File: src/rtl/alu_mul_seq_pkg.sv
// ----------------------------------------------------------------------------
// alu_mul_seq_pkg
// Shared definitions for the sequential multiplier and the pipeline control
// unit: FSM state encoding, ALU op codes and the shift-and-add iteration count.
// ----------------------------------------------------------------------------
package alu_mul_seq_pkg;

    // Number of shift-and-add iterations for 32-bit operands.
    localparam int ITER_COUNT = 32;

    // ALU op codes understood by alu_mul_seq_alu.
    typedef logic [3:0] alu_op_t;
    localparam alu_op_t ALU_ADD = 4'b0000;
    localparam alu_op_t ALU_SUB = 4'b0100;
    localparam alu_op_t ALU_XOR = 4'b0010;

    // Multiplier sequencer states.
    typedef enum logic [2:0] {
        S_IDLE   = 3'd0,
        S_NEG_A  = 3'd1,
        S_NEG_B  = 3'd2,
        S_ITER   = 3'd3,
        S_FIX_LO = 3'd4,
        S_FIX_HI = 3'd5,
        S_FIX_HC = 3'd6,
        S_DONE   = 3'd7
    } mul_state_e;

endpackage : alu_mul_seq_pkg

File: src/rtl/alu_mul_seq_alu.sv
// ----------------------------------------------------------------------------
// alu_mul_seq_alu
// Purely combinational 32-bit ALU shared by the multiplier sequencer.
// Ports:
//   op_i  [3:0]  operation select (ALU_ADD / ALU_SUB / ALU_XOR)
//   a_i   [31:0] first operand
//   b_i   [31:0] second operand
//   y_o   [31:0] result (a+b, a-b or a^b; zero for unknown op codes)
// ----------------------------------------------------------------------------
module alu_mul_seq_alu
    import alu_mul_seq_pkg::*;
(
    input  logic [3:0]  op_i,
    input  logic [31:0] a_i,
    input  logic [31:0] b_i,
    output logic [31:0] y_o
);

    always_comb begin
        y_o = 32'h0;
        case (op_i)
            ALU_ADD: y_o = a_i + b_i;
            ALU_SUB: y_o = a_i - b_i;
            ALU_XOR: y_o = a_i ^ b_i;
            default: y_o = 32'h0;
        endcase
    end

endmodule : alu_mul_seq_alu

File: src/rtl/alu_mul_seq.sv
// ----------------------------------------------------------------------------
// alu_mul_seq
// Sequential 32x32 -> 64-bit multiplier (signed or unsigned) built on a single
// shared ALU, one ALU operation per cycle. Signed operands are converted to
// magnitudes, multiplied by shift-and-add, and the 64-bit product is negated
// at the end when the operand signs differ.
//
// Ports:
//   clock      rising-edge clock for all state
//   reset      synchronous, active-high reset (priority over start)
//   start      multiply request, sampled only while busy=0
//   is_signed  operand signedness, sampled with start
//   a, b       multiplicand / multiplier, sampled with start
//   busy       high in every state except IDLE
//   done       one-cycle pulse, hi/lo valid in that cycle
//   hi, lo     upper / lower product word; hold the last result while idle
//
// Handshake: a request is accepted on a rising edge where start=1 and busy=0.
// start is ignored (never queued) while busy=1, including the DONE cycle, so
// the earliest back-to-back acceptance is the edge after done. done rises
// exactly 38 edges after acceptance, for every operand value and sign.
// ----------------------------------------------------------------------------
module alu_mul_seq
    import alu_mul_seq_pkg::*;
(
    input  logic        clock,
    input  logic        reset,
    input  logic        start,
    input  logic        is_signed,
    input  logic [31:0] a,
    input  logic [31:0] b,
    output logic        busy,
    output logic        done,
    output logic [31:0] hi,
    output logic [31:0] lo
);

    localparam logic [4:0] ITER_LAST = 5'(ITER_COUNT - 1);

    mul_state_e  state_q;
    logic [31:0] a_q;
    logic [31:0] b_q;
    logic        sgn_q;
    logic        neg_q;     // product must be negated at the end
    logic        lz_q;      // low word was zero before negation -> carry into hi
    logic [31:0] mcand_q;   // multiplicand magnitude
    logic [31:0] hi_q;
    logic [31:0] lo_q;      // multiplier magnitude, shifted out as product grows
    logic [4:0]  cnt_q;
    logic        busy_q;
    logic        done_q;

    // Shared ALU operand selection, driven purely by the current state.
    alu_op_t     alu_op;
    logic [31:0] alu_a;
    logic [31:0] alu_b;
    logic [31:0] alu_y;

    always_comb begin
        alu_op = ALU_ADD;
        alu_a  = 32'h0;
        alu_b  = 32'h0;
        case (state_q)
            S_NEG_A: begin
                if (sgn_q && a_q[31]) begin
                    alu_op = ALU_SUB;
                    alu_a  = 32'h0;
                    alu_b  = a_q;
                end else begin
                    alu_op = ALU_ADD;
                    alu_a  = a_q;
                    alu_b  = 32'h0;
                end
            end
            S_NEG_B: begin
                if (sgn_q && b_q[31]) begin
                    alu_op = ALU_SUB;
                    alu_a  = 32'h0;
                    alu_b  = b_q;
                end else begin
                    alu_op = ALU_ADD;
                    alu_a  = b_q;
                    alu_b  = 32'h0;
                end
            end
            S_ITER: begin
                alu_op = ALU_ADD;
                alu_a  = hi_q;
                alu_b  = lo_q[0] ? mcand_q : 32'h0;
            end
            S_FIX_LO: begin
                alu_op = ALU_SUB;
                alu_a  = 32'h0;
                alu_b  = lo_q;
            end
            S_FIX_HI: begin
                alu_op = ALU_XOR;
                alu_a  = hi_q;
                alu_b  = 32'hFFFF_FFFF;
            end
            S_FIX_HC: begin
                alu_op = ALU_ADD;
                alu_a  = hi_q;
                alu_b  = {31'h0, lz_q};
            end
            default: begin
                alu_op = ALU_ADD;
                alu_a  = 32'h0;
                alu_b  = 32'h0;
            end
        endcase
    end

    alu_mul_seq_alu u_alu (
        .op_i (alu_op),
        .a_i  (alu_a),
        .b_i  (alu_b),
        .y_o  (alu_y)
    );

    // A 32-bit add overflowed exactly when the sum wrapped below an operand.
    logic iter_carry_d;
    assign iter_carry_d = (alu_y < hi_q);

    always_ff @(posedge clock) begin
        if (reset) begin
            state_q <= S_IDLE;
            a_q     <= 32'h0;
            b_q     <= 32'h0;
            sgn_q   <= 1'b0;
            neg_q   <= 1'b0;
            lz_q    <= 1'b0;
            mcand_q <= 32'h0;
            hi_q    <= 32'h0;
            lo_q    <= 32'h0;
            cnt_q   <= 5'd0;
            busy_q  <= 1'b0;
            done_q  <= 1'b0;
        end else begin
            done_q <= 1'b0;
            case (state_q)
                S_IDLE: begin
                    if (start) begin
                        a_q     <= a;
                        b_q     <= b;
                        sgn_q   <= is_signed;
                        neg_q   <= is_signed & (a[31] ^ b[31]);
                        lz_q    <= 1'b0;
                        busy_q  <= 1'b1;
                        state_q <= S_NEG_A;
                    end
                end
                S_NEG_A: begin
                    mcand_q <= alu_y;
                    state_q <= S_NEG_B;
                end
                S_NEG_B: begin
                    lo_q    <= alu_y;
                    hi_q    <= 32'h0;
                    cnt_q   <= 5'd0;
                    state_q <= S_ITER;
                end
                S_ITER: begin
                    // {carry, sum, lo} >> 1 into {hi, lo}
                    hi_q  <= {iter_carry_d, alu_y[31:1]};
                    lo_q  <= {alu_y[0], lo_q[31:1]};
                    cnt_q <= cnt_q + 5'd1;
                    if (cnt_q == ITER_LAST) begin
                        state_q <= S_FIX_LO;
                    end
                end
                S_FIX_LO: begin
                    // Two's complement of {hi,lo}: lo = -lo, hi = ~hi + (lo==0)
                    if (neg_q) begin
                        lo_q <= alu_y;
                        lz_q <= (lo_q == 32'h0);
                    end
                    state_q <= S_FIX_HI;
                end
                S_FIX_HI: begin
                    if (neg_q) begin
                        hi_q <= alu_y;
                    end
                    state_q <= S_FIX_HC;
                end
                S_FIX_HC: begin
                    if (neg_q) begin
                        hi_q <= alu_y;
                    end
                    done_q  <= 1'b1;
                    state_q <= S_DONE;
                end
                S_DONE: begin
                    busy_q  <= 1'b0;
                    state_q <= S_IDLE;
                end
                default: begin
                    busy_q  <= 1'b0;
                    state_q <= S_IDLE;
                end
            endcase
        end
    end

    assign busy = busy_q;
    assign done = done_q;
    assign hi   = hi_q;
    assign lo   = lo_q;

endmodule : alu_mul_seq

File: config.mk
export PLATFORM = sky130hd
export DESIGN_NAME = alu_mul_seq
export DESIGN_NICKNAME = d
export VERILOG_FILES = /design/src/rtl/alu_mul_seq_pkg.sv /design/src/rtl/alu_mul_seq_alu.sv /design/src/rtl/alu_mul_seq.sv
export SDC_FILE = /design/constraint.sdc
export NUM_CORES = 1
export LEC_CHECK = 0
export BUFFER_PORTS_ARGS = -buffer_cell sky130_fd_sc_hd__buf_2
export CAP_MARGIN = 20
export CORE_MARGIN = 1
export CORE_UTILIZATION = 44
export DETAILED_ROUTE_END_ITERATION = 8
export GPL_ROUTABILITY_DRIVEN = 0
export SLEW_MARGIN = 5
export SYNTH_ARGS = -nofsm -noshare
export SYNTH_HDL_FRONTEND = slang
export SYNTH_SLANG_ARGS = --single-unit
File: constraint.sdc
create_clock -name clock -period 9.5 [get_ports clock]
set_input_delay 0.95 -clock clock [delete_from_list [all_inputs] [get_ports clock]]
set_output_delay 0.95 -clock clock [all_outputs]
set_load 0.005 [all_outputs]
==> flow_summary_export.csv, run 1 <==
group,metric,value,unit
run_status,run_status,"complete, but fails checks",
run_status,violated_checks,"DRC",
drt,residual_drc,11,
drt,initialDrtViolationCount,1539,
layout,top_library_cells_by_usage_in_the_layout_fill_and_taps_aside,"nand2_1, nor2_1, a21oi_1",
layout,final_common_cell,"nand2_1",
layout,final_design_area_no_fill,13300,um^2
die,chipWidth,166,um
grt,grt_pass1_wl,67200,um
timing,unrepaired_setup_endpoints_after_global_routing,"no",
layout,fraction_of_layout_cells_with_a_size_suffix_above_1,13.8,%
logic_synthesis,yosys_warnings,0,
job,max_cap_viol_count,0,
logic_synthesis,syn_inst,1612,
layout,multiInputGateArea,7690,um^2
logic_synthesis,synth_enable_flop_cells,0,
layout,nFillCells,2609,
logic_synthesis,synth.area.top_cells,"dfxtp_1, nand2_1, a21oi_1, ha_1, nor2_1",
drt,drtAntennaViolNets,0,
critical_path,critPathArrivalTime,8.18,ns
critical_path,worst-setup-path-type,"reg2reg",
power,power_leakage,5.46,nW
logic_synthesis,yosys.area.top_type,"dfxtp_1",
drt,drt_wl_total,43500,um
clock_network,clock_tree.htree_level_count,4,
clock_network,cts_repair_resize_count,0,
timing,worst_pin_slew,1.10,ns
timing,slew-limit-headroom,26.6,%
grt,grt_start_max_net_pins,102,
die,die_y,166,um
clock_network,worstSkewPairLatency,0.45,ns
die,row_count,59,
critical_path,timing.critical_path.to_type,"flop",
clock_network,clock_sink_count,173,
hold_path,holdCritPathClass,"reg2reg",
clock_network,cts_tree,"done",
layout,syn_to_final_growth,12.4,%
placed_design,dpl.hpwl,31300,um
layout,diodes,0,
power,power.ir.vdd_worst,0.125,mV
grt,first_global_vias,11355,
clock_network,clock_slew_at_the_register_clock_pins_of_the_worst_setup_and_hold_paths,0.08,ns
timing,final.setup.tns,0,ns
logic_synthesis,synth_seq_cells,173,
placed_design,dpl-instance-area,12700,um^2
logic_synthesis,yosys.cell_types.count,73,
timing,clock_skew,0.0201,ns
logic_synthesis,synth_top_area_share,29.3,%
critical_path,timing.critical_path.from_type,"flop",
critical_path,timing.critical_path.fanout_max,21,
drt,num_vias,12537,
clock_network,cts.path.max_buffers,2,
clock_network,cts_made_buffers,17,
timing,layout_worst_path_cycle_share,82.3,%
die,ioPinCount,134,
die,die_area,27500,um^2
clock_network,ctsHoldBuffers,0,
layout,utilization,50.7,%
drt,drt-pass1-iter-count,7,
timing,maxClockFrequency,128,MHz
die,core_region,26200,um^2
grt,antenna_found_initial,0,
power,pwr_cell_area,194,nW/um^2
logic_synthesis,syn_area_per_cell,7.33,um^2
clock_network,post-cts-setup-buffers,0,
timing,period_needed,7.82,ns
die,floorplan.initialDensity,45.1,%
logic_synthesis,synth_fp_nets,1744,
grt,globalRouteTotalUtil,31.3,%
drt,detail_route.wl_per_cell,21.5,um
logic_synthesis,ys_dominant_reg_cell,"dfxtp_1",
critical_path,cp.required,9.86,ns
logic_synthesis,seq_area_frac_synth,29.3,%
drt,vias_per_cell,6.21,
layout,layout.area.seq,3460,um^2
clock_network,clock-root-buffer,"clkbuf_16",
layout,fin_nets,1803,
placed_design,buffer_ports.inserted,133,
grt,overflow,0,
logic_synthesis,syn-cell-area,11800,um^2
timing,slew_viol_final,0,
timing,setup_viol_count_final,0,
logic_synthesis,asyncSetResetFlopFracSynth,0,%
timing,finalHoldViolCount,0,
power,p_total,2.58,mW
## metrics by stage
step | hold WS (ns) | setup slack [ns] | std cells
3_5_place_dp | 0.447 | 1.91 | 1985
4_1_cts | 0.459 | 1.82 | 2017
3_3_place_gp | 0.442 | 1.93 | 1983
2_1_floorplan | 0.436 | 3.18 | 1612
5_1_grt | 0.475 | 1.20 | 2019
6_report | 0.461 | 1.68 | 2019
## worst max-delay path, cell delays in order (launching register included)
cell       delay (ns)
dfxtp_1          0.82
and4b_1          0.54
buf_4            0.32
o2bb2ai_1        0.22
a221o_1          0.37
nor4_4           0.38
nand3_1          0.18
nor4_1           0.31
nand2_1          0.15
o31ai_1          0.27
xnor2_1          0.12
ha_1             0.40
nand4_1          0.18
nor3_1           0.28
o221ai_1         0.27
a31oi_1          0.29
o2111a_1         0.28
nor2_1           0.12
and4b_1          0.22
nor4_4           0.46
ha_1             0.33
and4_1           0.24
nand4_1          0.12
o21ai_0          0.09
a31o_2           0.22
maj3_1           0.36
o211ai_1         0.16
## power breakdown
group / switching [mW] / internal [mW]
sequential: 0.0823 / 0.791
clock: 0.364 / 0.356
combinational: 0.616 / 0.369
## kinds of logic after synthesis
logic type / count (synthesis) / synth area share [%]
buf+inv: 173 / 5.99
compound gates: 490 / 28.2
fa+ha+maj: 65 / 6.92
flops: 173 / 29.3
simple gates: 642 / 24.4
xor+xnor: 64 / 4.74
mux: 5 / 0.434
## cell usage after synthesis, types with 7 or more instances
cell type and number:
o211ai_1 14, nor4_1 11, o2bb2ai_1 25, o31ai_1 8, a31oi_1 14, a221oi_1 31, xor2_1 26, dfxtp_1 173
nor3b_1 7, ha_1 63, or2_2 8, and3_1 9, a21o_1 13, a221o_1 24, nor2_1 183, nor3_1 44
xnor2_1 38, buf_2 11, clkbuf_1 92, a222oi_1 8, a21oi_1 180, inv_1 53, nand4_1 13, a311oi_1 14
o21ai_0 52, nand2_1 294, a221oi_2 7, a211oi_1 32, a22oi_1 28, buf_1 11, nand3_1 23
## metal layers
layer  wire length (um)  up-vias  GRT usage [%]
li1                   -     5923              -
met1              19600     5916           45.7
met2              18100      639           44.6
met3               4790       59           7.77
met4                968        0           9.83
met5                  0        -              0
## path summary, 6_finish.rpt
path	from	end	slack (ns)	depth (start not counted)
setup reg to reg	state_q[2]	hi[31]	1.68	26
hold reg to reg	mcand_q[2]	mcand_q[2]	0.46	2
setup / recovery	state_q[2]	hi[31]	1.68	26
hold / removal	mcand_q[2]	mcand_q[2]	0.46	2
## layout make-up
| class | count | share of cell area, % |
|---|---|---|
| multi-input cells | 1266 | 57.9 |
| flip-flops and latches | 173 | 26.1 |
| repair buffers | 160 | 6.88 |
| clock buffers | 18 | 3.23 |
| well taps | 335 | 3.15 |
| inverters | 53 | 1.50 |
| clock inverters | 14 | 1.26 |
## sequential cells by signal, summed over array words and instances (netlist names)
name	count
neg_q	1
mcand_q	32
b_q	32
sgn_q	1
cnt_q	5
state_q	3
a_q	32
done	1
lz_q	1
hi	32
busy	1
lo	32
(Power assumes the default switching activity.)
==> run 2: changes to the inputs <==
Settings changed: ABC_AREA set to 1.
Clock period 9.5 ns to 6.5 ns, I/O delays scaled along.
==> flow_summary_export.csv, run 2 <==
group,metric,value,unit
grt,globalRouteTotalUtil,33.1,%
power,power_leakage,7.04,nW
drt,drt-pass1-iter-count,6,
layout,layout.area.seq,3470,um^2
timing,setup_viol_count_final,0,
die,row_count,61,
timing,finalHoldViolCount,0,
clock_network,clock_slew_at_the_register_clock_pins_of_the_worst_setup_and_hold_paths,0.08,ns
timing,clock_skew,0.0176,ns
drt,vias_per_cell,5.69,
clock_network,clock_tree.htree_level_count,4,
layout,syn_to_final_growth,12.5,%
critical_path,timing.critical_path.slowest_stage_cell,"nor2_2",
placed_design,dp_worst_setup_slack,0.254,ns
drt,detail_route.wl_per_cell,19.3,um
timing,fin_ws,0.351,ns
logic_synthesis,ys_dominant_reg_cell,"dfxtp_1",
logic_synthesis,netlist_top_cells_count,"nand2_1, inv_1, a21oi_1",
grt,first_global_vias,12560,
critical_path,timing.critical_path.from_type,"flop",
logic_synthesis,yosys.cell_count.top_type,"nand2_1",
critical_path,max_stage_delay,0.76,ns
grt,grt_pass1_wl,73600,um
grt,overflow,0,
logic_synthesis,syn_inst,2048,
timing,slew-limit-headroom,29.7,%
logic_synthesis,syn_area_per_cell,6.22,um^2
drt,drt_wl_total,48700,um
placed_design,dpl-instance-area,13700,um^2
die,die_y,172,um
grt,grt_start_max_net_pins,95,
layout,diodes,0,
timing,maxClockFrequency,163,MHz
clock_network,clock-root-buffer,"clkbuf_16",
clock_network,clock_sink_count,173,
logic_synthesis,yosys.area.top_type,"dfxtp_1",
critical_path,critPathArrivalTime,6.54,ns
layout,fin_nets,2264,
critical_path,cp.required,6.90,ns
logic_synthesis,synth_fp_nets,2180,
clock_network,cts_made_buffers,17,
die,core_region,28200,um^2
power,pwr_cell_area,357,nW/um^2
timing,layout_worst_path_cycle_share,94.6,%
timing,unrepaired_setup_endpoints_after_global_routing,"no",
clock_network,worstSkewPairLatency,0.46,ns
logic_synthesis,seq_area_frac_synth,27.2,%
layout,final_design_area_no_fill,14300,um^2
run_status,run_status,"finished, final reports clean",
timing,period_needed,6.15,ns
layout,fraction_of_layout_cells_with_a_size_suffix_above_1,12.2,%
clock_network,cts_tree,"done",
die,ioPinCount,134,
critical_path,timing.critical_path.mode_cell,"nand2_1",
critical_path,timing.critical_path.fanout_max,19,
logic_synthesis,synth_enable_flop_cells,0,
die,die_area,29600,um^2
logic_synthesis,synth.area.top_cells,"dfxtp_1, nand2_1, a21oi_1, o21ai_0, inv_1",
placed_design,dpl.hpwl,36700,um
die,floorplan.initialDensity,45.2,%
logic_synthesis,synth_seq_cells,173,
layout,top_library_cells_by_usage_in_the_layout_fill_and_taps_aside,"nand2_1, inv_1, a21oi_1",
timing,final.setup.tns,0,ns
critical_path,worst-setup-path-type,"reg2reg",
drt,num_vias,14346,
layout,multiInputGateArea,7850,um^2
logic_synthesis,synth_top_area_share,27.2,%
job,max_cap_viol_count,0,
logic_synthesis,asyncSetResetFlopFracSynth,0,%
timing,slew_viol_final,0,
clock_network,cts.path.max_buffers,2,
logic_synthesis,yosys_warnings,0,
power,power.ir.vdd_worst,0.198,mV
drt,residual_drc,0,
critical_path,timing.critical_path.to_type,"flop",
drt,drtAntennaViolNets,0,
layout,final_common_cell,"nand2_1",
logic_synthesis,yosys.cell_types.count,50,
logic_synthesis,syn-cell-area,12700,um^2
grt,antenna_found_initial,0,
layout,nFillCells,2900,
drt,initialDrtViolationCount,1732,
hold_path,holdCritPathClass,"in2reg",
placed_design,buffer_ports.inserted,133,
die,chipWidth,172,um
timing,worst_pin_slew,1.05,ns
run 2: layout make-up:
cell class	count	area share, %
multi-input combinational	1503	54.8
sequential	173	24.2
timing repair buffer	164	6.36
tap	378	3.30
clock inverter	14	1.12
clock buffer	18	3.06
inverter	273	7.16
run 2: worst max-delay path: cells and delay by family, from the launching register on:
| family | cells | cell delay, ns |
|---|---|---|
| compound gates | 5 | 1.07 |
| xor+xnor | 1 | 0.19 |
| fa+ha+maj | 2 | 0.79 |
| buf+inv | 5 | 0.79 |
| flops | 1 | 0.50 |
| simple gates | 15 | 2.72 |
run 2: per-stage QoR:
step	total power [mW]	hold slack [ns]	std cells	utilization (%)
after floorplan	3.04	0.439	2048	-
after global placement	3.91	0.454	2491	48.6
after detailed placement	3.95	0.462	2491	48.6
after CTS	5.02	0.399	2523	50.8
after global routing	5.45	0.409	2523	50.9
final	5.11	0.411	2523	50.9
run 2: worst paths after layout:
check / start / end / slack [ns] / cells past startpoint
max: sgn_q / hi[31] / 0.35 / 28
min: a[11] / a_q[11] / 0.41 / 3
max reg2reg: sgn_q / hi[31] / 0.35 / 28
min reg2reg: a_q[5] / a_q[5] / 0.47 / 2
run 2: logic make-up after synthesis:
group | Yosys count | share of synthesized area, %
AOI/OAI and AO/OA | 540 | 23.8
muxes | 1 | 0.0786
xor gates and xnor gates | 48 | 3.30
and+or+nand+nor | 850 | 27.8
DFF | 173 | 27.2
buffers and inverters | 372 | 11.5
adders and majority gates | 64 | 6.35
run 2: metal layers:
layer | up-vias | global-route usage, % | share of wire, % | wire length [um]
met5 | - | 0 | 0 | 0
met4 | 0 | 8.70 | 1.9 | 906
met3 | 55 | 6.64 | 9.8 | 4760
met2 | 698 | 47.3 | 42 | 20300
met1 | 6704 | 49.7 | 47 | 22800
li1 | 6889 | - | - | -
run 2: where the power goes:
group / leakage [nW] / switching (mW) / total [mW] / internal (mW)
registers: 1.42 / 0.170 / 1.39 / 1.22
logic: 5.32 / 1.82 / 2.65 / 0.829
clock network: 0.295 / 0.544 / 1.08 / 0.531
run 2: timing repair:
item | CTS | global route
hold buffers | 0 | 0
endpoints found under the setup margin | 0 | 1
setup buffers | 0 | 0
resized for setup | 0 | 10
